<file path="src/rtl/apb_master_param.sv">
// rtl/apb_master_param.sv - parametrised APB4 master with strobes, error capture,
// wait-state timeout and back-to-back transfers.
module apb_master_param #(
  parameter int ADDR_W         = 32,
  parameter int DATA_W         = 32,
  parameter int NUM_SLAVES     = 4,
  parameter int SEL_W          = (NUM_SLAVES > 1) ? $clog2(NUM_SLAVES) : 1,
  parameter int TIMEOUT_CYCLES = 16
) (
  input  logic                         clk,
  input  logic                         reset_n,
  input  logic                         req_valid,
  output logic                         req_ready,
  input  logic                         req_write,
  input  logic [SEL_W-1:0]             req_sel,
  input  logic [ADDR_W-1:0]            req_addr,
  input  logic [DATA_W-1:0]            req_wdata,
  input  logic [DATA_W/8-1:0]          req_strb,
  output logic                         resp_valid,
  output logic [DATA_W-1:0]            resp_rdata,
  output logic                         resp_err,
  output logic                         resp_timeout,
  output logic [NUM_SLAVES-1:0]        psel,
  output logic                         penable,
  output logic                         pwrite,
  output logic [ADDR_W-1:0]            paddr,
  output logic [DATA_W-1:0]            pwdata,
  output logic [DATA_W/8-1:0]          pstrb,
  input  logic [NUM_SLAVES*DATA_W-1:0] prdata,
  input  logic [NUM_SLAVES-1:0]        pready,
  input  logic [NUM_SLAVES-1:0]        pslverr
);

  localparam int STRB_W = DATA_W / 8;
  localparam int CNT_W  = (TIMEOUT_CYCLES > 1) ? $clog2(TIMEOUT_CYCLES) : 1;

  typedef enum logic [1:0] {S_IDLE, S_SETUP, S_ACCESS} state_t;

  state_t                  state_q, state_d;
  logic [CNT_W-1:0]        wait_q, wait_d;
  logic [NUM_SLAVES-1:0]   psel_q, psel_d;
  logic                    penable_q, penable_d;
  logic                    pwrite_q, pwrite_d;
  logic [ADDR_W-1:0]       paddr_q, paddr_d;
  logic [DATA_W-1:0]       pwdata_q, pwdata_d;
  logic [STRB_W-1:0]       pstrb_q, pstrb_d;
  logic                    resp_valid_q, resp_valid_d;
  logic                    resp_err_q, resp_err_d;
  logic                    resp_timeout_q, resp_timeout_d;
  logic [DATA_W-1:0]       resp_rdata_q, resp_rdata_d;

  logic                    sel_ready, sel_err;
  logic [DATA_W-1:0]       sel_rdata;
  logic [NUM_SLAVES-1:0]   req_onehot;
  logic                    req_sel_ok;
  logic                    timeout_hit;
  logic                    ready_c;
  logic                    accept;

  // psel_q is one-hot during SETUP/ACCESS, so it doubles as the response mux select
  always_comb begin
    sel_ready  = 1'b0;
    sel_err    = 1'b0;
    sel_rdata  = '0;
    req_onehot = '0;
    for (int i = 0; i < NUM_SLAVES; i++) begin
      if (psel_q[i]) begin
        sel_ready = sel_ready | pready[i];
        sel_err   = sel_err | pslverr[i];
        sel_rdata = sel_rdata | prdata[i*DATA_W +: DATA_W];
      end
      req_onehot[i] = (32'(req_sel) == i);
    end
  end

  assign req_sel_ok  = (32'(req_sel) < NUM_SLAVES);
  assign timeout_hit = (TIMEOUT_CYCLES > 0) && !sel_ready &&
                       (32'(wait_q) == TIMEOUT_CYCLES - 1);

  always_comb begin
    state_d        = state_q;
    wait_d         = wait_q;
    psel_d         = psel_q;
    penable_d      = penable_q;
    pwrite_d       = pwrite_q;
    paddr_d        = paddr_q;
    pwdata_d       = pwdata_q;
    pstrb_d        = pstrb_q;
    resp_valid_d   = 1'b0;
    resp_err_d     = 1'b0;
    resp_timeout_d = 1'b0;
    resp_rdata_d   = resp_rdata_q;
    ready_c        = 1'b0;

    case (state_q)
      S_IDLE: begin
        ready_c = 1'b1;
      end
      S_SETUP: begin
        state_d   = S_ACCESS;
        penable_d = 1'b1;
      end
      S_ACCESS: begin
        if (sel_ready) begin
          resp_valid_d = 1'b1;
          resp_err_d   = sel_err;
          if (!pwrite_q) resp_rdata_d = sel_rdata;
          // An invalid index is held off to IDLE so its error response cannot collide
          ready_c   = !(req_valid && !req_sel_ok);
          state_d   = S_IDLE;
          psel_d    = '0;
          penable_d = 1'b0;
        end else if (timeout_hit) begin
          resp_valid_d   = 1'b1;
          resp_err_d     = 1'b1;
          resp_timeout_d = 1'b1;
          resp_rdata_d   = '0;
          state_d        = S_IDLE;
          psel_d         = '0;
          penable_d      = 1'b0;
        end else if (!sel_ready) begin
          wait_d = wait_q + CNT_W'(1);
        end
      end
      default: begin
        state_d   = S_IDLE;
        psel_d    = '0;
        penable_d = 1'b0;
      end
    endcase

    accept = ready_c && req_valid;
    if (accept) begin
      if (req_sel_ok) begin
        state_d   = S_SETUP;
        wait_d    = '0;
        psel_d    = req_onehot;
        penable_d = 1'b0;
        pwrite_d  = req_write;
        paddr_d   = req_addr;
        pwdata_d  = req_write ? req_wdata : pwdata_q;
        pstrb_d   = req_write ? req_strb : '0;
      end else begin
        resp_valid_d = 1'b1;
        resp_err_d   = 1'b1;
      end
    end
  end

  always_ff @(posedge clk or negedge reset_n) begin
    if (!reset_n) begin
      state_q        <= S_IDLE;
      wait_q         <= '0;
      psel_q         <= '0;
      penable_q      <= 1'b0;
      pwrite_q       <= 1'b0;
      paddr_q        <= '0;
      pwdata_q       <= '0;
      pstrb_q        <= '0;
      resp_valid_q   <= 1'b0;
      resp_err_q     <= 1'b0;
      resp_timeout_q <= 1'b0;
      resp_rdata_q   <= '0;
    end else begin
      state_q        <= state_d;
      wait_q         <= wait_d;
      psel_q         <= psel_d;
      penable_q      <= penable_d;
      pwrite_q       <= pwrite_d;
      paddr_q        <= paddr_d;
      pwdata_q       <= pwdata_d;
      pstrb_q        <= pstrb_d;
      resp_valid_q   <= resp_valid_d;
      resp_err_q     <= resp_err_d;
      resp_timeout_q <= resp_timeout_d;
      resp_rdata_q   <= resp_rdata_d;
    end
  end

  assign req_ready    = ready_c & reset_n;
  assign resp_valid   = resp_valid_q;
  assign resp_rdata   = resp_rdata_q;
  assign resp_err     = resp_err_q;
  assign resp_timeout = resp_timeout_q;
  assign psel         = psel_q;
  assign penable      = penable_q;
  assign pwrite       = pwrite_q;
  assign paddr        = paddr_q;
  assign pwdata       = pwdata_q;
  assign pstrb        = pstrb_q;

endmodule

</file>
<file path="config.mk">
export PLATFORM = sky130hd
export DESIGN_NAME = apb_master_param
export DESIGN_NICKNAME = d
export VERILOG_FILES = /design/src/rtl/apb_master_param.sv
export SDC_FILE = /design/constraint.sdc
export NUM_CORES = 1
export LEC_CHECK = 0
export ABC_AREA = 1
export CORE_AREA = 2 2 123 125
export CTS_BUF_LIST = sky130_fd_sc_hd__clkbuf_2 sky130_fd_sc_hd__clkbuf_4 sky130_fd_sc_hd__clkbuf_8
export DETAILED_ROUTE_END_ITERATION = 7
export DIE_AREA = 0 0 125 127
export DONT_BUFFER_PORTS = 1
export GPL_TIMING_DRIVEN = 0
export HOLD_SLACK_MARGIN = 0.12
export PLACE_DENSITY_LB_ADDON = 0.15
export RECOVER_POWER = 50
export SETUP_SLACK_MARGIN = 0.4
export SYNTH_ARGS = -nofsm -noshare
export SYNTH_HDL_FRONTEND = slang
export SYNTH_SLANG_ARGS = --single-unit
</file>
<file path="constraint.sdc">
create_clock -name clk -period 2.17 [get_ports clk]
set_clock_uncertainty 0.15 [all_clocks]
set_input_delay 0.434 -clock clk [delete_from_list [all_inputs] [get_ports clk]]
set_output_delay 0.434 -clock clk [all_outputs]
set_load 0.005 [all_outputs]
</file>
; Yosys cells after proc, flatten, opt, wreduce, memory -nomap -nowiden
; Cells that the tools add are included.
[op_classes]
n_mux = 41
reduce_logical = 13
n_bitwise = 10
n_eq_ne = 12
addsub = 1
[ops]
columns = op, n
row1 = 32-bit two-way mux, 7
row2 = 32-bit OR, 3
row3 = 4-bit two-way mux, 8
row4 = 1-bit two-way mux, 19
row5 = 4-bit one-hot mux with 2 select lines, 1
row6 = 2-bit == test (second input constant), 3
row7 = 2-bit two-way mux, 3
row8 = 2-bit by 1-bit != test with 1-bit output (second input constant), 3
row9 = 1-bit OR, 6
row10 = 2-bit one-hot mux with 3 select lines, 1
row11 = 2-bit AND reduction, 3
row12 = 3-bit AND reduction, 2
row13 = 4-bit by 1-bit adder with 4-bit output (second input constant), 1
row14 = 2-bit by 1-bit == test with 1-bit output (second input constant), 2
row15 = 4-bit == test (second input constant), 1
row16 = 2-bit logical NOT, 2
row17 = 2-bit != test (second input constant), 2
row18 = 4-bit != test (second input constant), 1
row19 = 2-bit nonzero test, 2
row20 = 1-bit one-hot mux with 3 select lines, 1
row21 = 1-bit logical AND, 2
row22 = 1-bit one-hot mux with 2 select lines, 1
row23 = 2-bit OR reduction, 1
row24 = 1-bit bitwise AND, 1
row25 = 1-bit logical NOT, 1
[totals]
out_inout_bits = 110
input_bits = 210
elab_cells = 89
regBits = 115

; Depth between registers and ports, before layout
; Gate-level depths: netlist of run 1.
[depth]
word_depth = 13
ltp_mapped = 10
depth_no_buf = 8

; Least setup slack after synthesis of run 1
; No wires, ideal clock.
[synth_timing]
kind = flip-flop to output port
startpoint = reg psel_q[0] (netlist: psel[0])
endpoint = out req_ready
path_slack_ns = 0.497
path_stages_with_launch = 8
t_required_ns = 1.586
t_arrival_ns = 1.089
path_cell_list = dfrtp_1 -> buf_2 -> nand2_1 -> nand2_2 -> nor2_8 -> nand2_2 -> nand2_1 -> nor2_1
[synth_between]
elab_chain_cells = 10
[synth_lines]
columns = element, line_no
row1 = "start, declared", 41  ; logic [NUM_SLAVES-1:0] psel_q, psel_d;
row2 = "start signal, assigned", 167  ; psel_q <= psel_d;
row3 = 1-bit two-way mux *, 67  ; if (psel_q[i]) begin
row4 = 1-bit OR, 68  ; sel_ready = sel_ready | pready[i];
row5 = 1-bit two-way mux *, 67
row6 = 1-bit OR, 68
row7 = 1-bit two-way mux *, 67
row8 = 1-bit OR, 68
row9 = 1-bit two-way mux *, 67
row10 = 1-bit two-way mux *, 104  ; if (sel_ready) begin
row11 = 1-bit one-hot mux with 2 select lines *, 95  ; case (state_q)
row12 = 1-bit bitwise AND *, 180  ; assign req_ready = ready_c & reset_n;
row13 = "end, declared", 13  ; output logic req_ready,
; Every way passes the cells marked *; elsewhere a longest branch is shown, timed or not.

; Worst setup path in the final report of run 1
[layout_timing]
startpoint = reg psel_q[1] (netlist: psel[1])
endpoint = out req_ready
[layout_between]
elab_chain_cells = 8
[layout_lines]
columns = element, line_no
row1 = 1-bit two-way mux *, 67
row2 = 1-bit OR, 68
row3 = 1-bit two-way mux *, 67
row4 = 1-bit OR, 68
row5 = 1-bit two-way mux *, 67
row6 = 1-bit two-way mux *, 104
row7 = 1-bit one-hot mux with 2 select lines *, 95
row8 = 1-bit bitwise AND *, 180
; Marks and branches as above.

==> results of run 1 <==
==> flip-flops by register name (all words and copies together), names as in the netlist <==
signal,flops
resp_valid,1
pwrite,1
psel,4
resp_rdata,32
resp_timeout,1
paddr,32
pwdata,32
state_q,2
pstrb,4
resp_err,1
wait_q,4
==> cell families (layout without fill, tap and decap cells) <==
family,after synthesis,count (layout),share of synthesized area
flip-flops,114,114,0.497
adder cells (fa/ha/maj),1,1,0.00218
XOR/XNOR,1,1,0.00153
AND/OR/NAND/NOR,603,603,0.428
AO/OA/AOI/OAI,14,14,0.0153
buffers and inverters,61,201,0.0560
==> metal layers <==
metal / global-route usage / share of wire / up-vias
met3: 0.0800 / 0.091 / 47
met2: 0.427 / 0.50 / 291
met4: 0.118 / 0.030 / 0
met5: 0 / 0 / -
met1: 0.277 / 0.38 / 2753
li1: - / - / 2738
==> worst max-delay path: stages (launching register included) <==
cell,delay [ns]
dfrtp_1,0.42
buf_6,0.14
nand2_4,0.06
nand2_4,0.07
nor2_8,0.13
nand2_4,0.06
nand2_4,0.07
nor2_4,0.04
==> final timing paths <==
| path | startpoint | endpoint | slack (ns) |
|---|---|---|---|
| min reg2reg | pwdata[5] | pwdata[5] | 0.36 |
| max | psel[1] | req_ready | 0.16 |
| min | reset_n | resp_valid | -0.46 |
| max in group asynchronous | reset_n | resp_rdata[15] | 2.07 |
| max reg2reg | psel[1] | paddr[26] | 0.24 |
| min in group clk | prdata[90] | resp_rdata[26] | 0.22 |
==> power breakdown <==
group	total, uW	leakage, uW	internal, uW	switching, uW
clock	1900	0.000181	1040	862
combinational	4230	0.00251	1840	2390
sequential	4100	0.00147	3110	986
==> what timing repair did <==
action                                 in CTS  in global routing
resized for setup                          44                 88
endpoints found under the hold margin     187                114
pin swaps                                   7                 16
buffers inserted                           16                  9
setup endpoints to repair                 113                105
gates cloned                                1                  9
==> layout make-up <==
type                            instances  area (um2)  share of cell area
Timing Repair Buffer                  110        1200               0.152
Tap cell                              184         230              0.0292
Clock buffer                           20         256              0.0326
Buffer                                 50         427              0.0542
Multi-Input combinational cell        619        2750               0.349
Sequential cell                       114        2850               0.362
Inverter                               11        48.8             0.00620
Clock inverter                         10         114              0.0145
==> cells in the final DEF (no fill, tap or decap), types with 12 or more instances in the layout <==
| cell type | instances |
|---|---|
| nand2_1 | 418 |
| dfrtp_1 | 114 |
| dlygate4sd3_1 | 75 |
| nor2_1 | 67 |
| nand4_1 | 33 |
| nand3_1 | 33 |
| nand2_2 | 31 |
| buf_4 | 21 |
| buf_6 | 20 |
| clkbuf_8 | 17 |
| clkbuf_2 | 12 |
==> metrics by stage <==
stage	area [um2]	hold WS [ns]	worst slack [ns]
6_report	7880	-0.457	0.155
5_1_grt	7880	-0.506	0.0848
4_1_cts	7380	-0.500	0.0999
3_5_place_dp	5970	-0.00856	0.135
3_3_place_gp	5970	-0.00850	0.169
2_1_floorplan	5740	-0.0116	0.497
==> flow_summary.yaml, run 1 <==
cells_and_area:
  post-route-util: 0.546
  final_cells: 1118
  area_delta_synth_final_pct: 37.2
  antenna_cells: 0
  final_layout_size_suffix_gt1_frac: 0.176
  num-nets-final: 1134
  fillers: 1371
sta:
  setup_tns_ns: 0
  period_needed_ns: 2.01
  final-hold-violation-count: 114
  slew_violations: 0
  finalCritPeriodShare: 0.928
  worst_slew_pin_slew_ns: 0.614
  rsz0062_at_grt: "yes"
  setup_violations: 0
  max_slew_margin: 0.591
  fmax_mhz: 496
  whs_ns: -0.457
drt:
  drt-total-wl_um: 20100
  wl_per_cell_um: 18.0
  ant_nets: 0
  drt_iter0_drc: 380
  drtPass1Iterations: 5
  vias_per_cell: 5.21
  drc: 0
  vias: 5829
setup_path:
  critPathRequiredTime_ns: 1.59
  critPathLaunchType: "flop"
  crit_type: "reg -> out"
  worst_r2r_path_depth: 12
  critPathMaxFanout: 2
  critPathCaptureType: "output port"
  arrival_ns: 1.43
synth:
  synth_edf_count: 0
  syn-cell-area_um2: 5740
  syn_area_per_cell_um2: 7.23
  netlist_instances: 794
  synth_nets: 1005
  synth_largest_area_cell: "dfrtp_1"
  synth-seq-cells: 114
  synth_top_cells_by_count: "nand2_1 (453), dfrtp_1 (114), nor2_1 (68)"
  yosysWarnings: 0
  synth_ff_type: "dfrtp_1"
  synth_top_area_frac: 0.497
  ys_seq_area_frac: 0.497
  synth_cell_types: 24
  yosysMostFrequentCell: "nand2_1"
  synth.area.top_cells: "dfrtp_1 (50%), nand2_1 (30%), nor2_1 (4.4%)"
  synth_async_sr_flop_share: 1.00
clocking:
  clk_pin_slew_ns: 0.08
  clock_tree.root_cell: "clkbuf_8"
  cts_buffers: 17
  cts_buffer_depth: 2
  clock_sinks: 114
  cts_htree_levels: 4
  cts_tree: "built"
  insertion_delay_ns: 0.42
  cts_hold_buf: 75
floorplan:
  coreArea_um2: 14400
  die_w_um: 125
  die_h_um: 127
  initial_utilization: 0.398
  rows: 44
  dieArea_um2: 15900
  ios: 320
power:
  cellPowerDensity_nw_per_um2: 1300
  ir_drop_uv: 575
  p_leak_uw: 0.00417
  power_uw: 10200
grt:
  antenna_found_initial: 0
  grt_pass1_wl_um: 31000
  grt_pass1_vias: 6049
  grt.overflow.total: 0
  track_usage: 0.247
  grt_max_degree: 116
flow_run:
  drv_cap: 0
run_status:
  outcome: "complete, but fails checks"
  violations: "negative hold slack"
place:
  place_inst: 978
  portBuffers: 0
  dp_hpwl_um: 13900
  place_congestion: 0.902
worst_hold_path:
  hold_path_class: "in -> async"
Power figures use the tool's default switching activity.
==> run 2, diff against run 1 <==
CTS_CLUSTER_SIZE = 16   (was default)
==> results of run 2 <==
Same layout as run 1: the final DEF is identical, and so are final timing and power.
==> run 3, diff against run 2 <==
DONT_BUFFER_PORTS = default   (was 1)
==> run 3 against run 2 <==
Net effect: final cell count grew 21%; register-to-register slack gained 0.03 ns; maximum frequency shrank 2.8%; worst setup slack lost 0.058 ns; sequential power shrank 10%; largest cell class is now non-clock buffers; via count grew 9.6%; hold slack gained 0.24 ns; critical path depth grew 1; routed wire length grew 6.0%; die area is the same; the flow still finishes with violations (negative hold slack); total power grew 12%; critical endpoint unchanged; largest power group unchanged; cell area grew 26%.
==> flow_summary.yaml, run 3 (synthesis results as in run 1) <==
setup_path:
  critPathRequiredTime_ns: 1.59
  crit_type: "reg -> out"
  critPathMaxFanout: 3
  crit-reg2reg-launch: "psel[1]"
  critPathCaptureType: "output port"
  critPathLaunchType: "flop"
  arrival_ns: 1.49
  startpoint: "psel[1]"
sta:
  setup_violations: 0
  max_slew_margin: 0.375
  fmax_mhz: 482
  slew_violations: 0
  setup_tns_ns: 0
  period_needed_ns: 2.07
  final-hold-violation-count: 45
  worst_slew_pin_slew_ns: 0.938
  rsz0062_at_grt: "yes"
  setup_ws_ns: 0.0974
  whs_ns: -0.218
  finalCritPeriodShare: 0.955
cells_and_area:
  area_delta_synth_final_pct: 72.2
  antenna_cells: 0
  post-route-util: 0.685
  final_layout_size_suffix_gt1_frac: 0.130
  final_cell_mix: "nand2_1 (411), clkdlybuf4s50_1 (206), dfrtp_1 (114), dlygate4sd2_1 (108), nor2_1 (67)"
  num-nets-final: 1366
  final_common_cell: "nand2_1"
drt:
  drt_iter0_drc: 354
  vias_per_cell: 4.73
  drt-total-wl_um: 21400
  ant_nets: 0
  drc: 0
  vias: 6391
  drtPass1Iterations: 4
  wl_per_cell_um: 15.8
clocking:
  cts_htree_levels: 4
  clock_tree.root_cell: "clkbuf_8"
  cts_buffers: 17
  clock_sinks: 114
  cts_tree: "built"
  insertion_delay_ns: 0.43
  cts_buffer_depth: 2
  clk_pin_slew_ns: 0.07
grt:
  grt_pass1_wl_um: 33200
  grt_pass1_vias: 6358
  grt_max_degree: 48
  antenna_found_initial: 0
  track_usage: 0.265
  grt.overflow.total: 0
floorplan:
  coreArea_um2: 14400
  dieArea_um2: 15900
  rows: 44
  ios: 320
  die_h_um: 127
  die_w_um: 125
  initial_utilization: 0.398
place:
  portBuffers: 317
  place_congestion: 0.831
  place_ws_ns: -0.445
  dp_hpwl_um: 16100
power:
  ir_drop_uv: 569
  cellPowerDensity_nw_per_um2: 1150
  p_leak_uw: 0.00530
flow_run:
  drv_cap: 0
run_status:
  outcome: "complete, but fails checks"
  violations: "negative hold slack"
worst_hold_path:
  hold_path_class: "in -> async"
[run 3: cell type report]
cell class              count  area [um2]
clock buffers              20         269
fillers                  1260        4540
repair buffers            342        3280
multi-input cells         619        2730
well taps                 184         230
plain buffers              50         325
clock inverters            12         158
flip-flops and latches    114        2850
inverters                  11        41.3
[run 3: report_power, final]
| group | leakage (uW) | internal (uW) | switching, uW | total (uW) |
|---|---|---|---|---|
| Sequential | 0.00147 | 3110 | 585 | 3690 |
| Clock | 0.000208 | 1210 | 907 | 2120 |
| Combinational | 0.00362 | 2630 | 2960 | 5600 |
| Total | 0.00530 | 6950 | 4460 | 11400 |
[run 3: worst max-delay path, cell delays in order (launching register included)]
cell and delay, ns:
dfrtp_1 0.40, buf_6 0.13, nand2_4 0.05, nand2_4 0.07
nor2_8 0.12, nand2_4 0.07, nand2_2 0.06, nor2_2 0.03
buf_2 0.12
[run 3: routing by layer]
metal / share of wire / track usage
met5: 0 / 0
met4: 0.031 / 0.0928
met3: 0.097 / 0.104
met2: 0.48 / 0.442
met1: 0.39 / 0.315
[run 3: worst paths after layout]
| path | to | slack, ns | cells after the start |
|---|---|---|---|
| hold reg to reg | paddr[25] | 0.32 | 2 |
| setup / recovery | req_ready | 0.1 | 8 |
| max in group asynchronous | psel[0] | 0.80 | 2 |
| hold / removal | resp_valid | -0.22 | 1 |
| min in group clk | pwdata[0] | 0.27 | 3 |
| setup reg to reg | resp_rdata[26] | 0.27 | 11 |
[run 3: what timing repair did]
item / in CTS / in global routing
gates cloned: 1 / 3
resized for setup: 150 / 66
hold endpoints to repair: 45 / 45
pin swaps: 5 / 7
setup endpoints to repair: 216 / 65
setup buffers: 14 / 6
[run 3: metrics by stage]
stage,cell area (um2),instances,total power [uW]
floorplan,5740,794,6090
global route,9880,1352,12300
finish,9880,1352,11400
CTS,9700,1343,11200
detailed placement,9170,1296,9430
global placement,9140,1295,9330
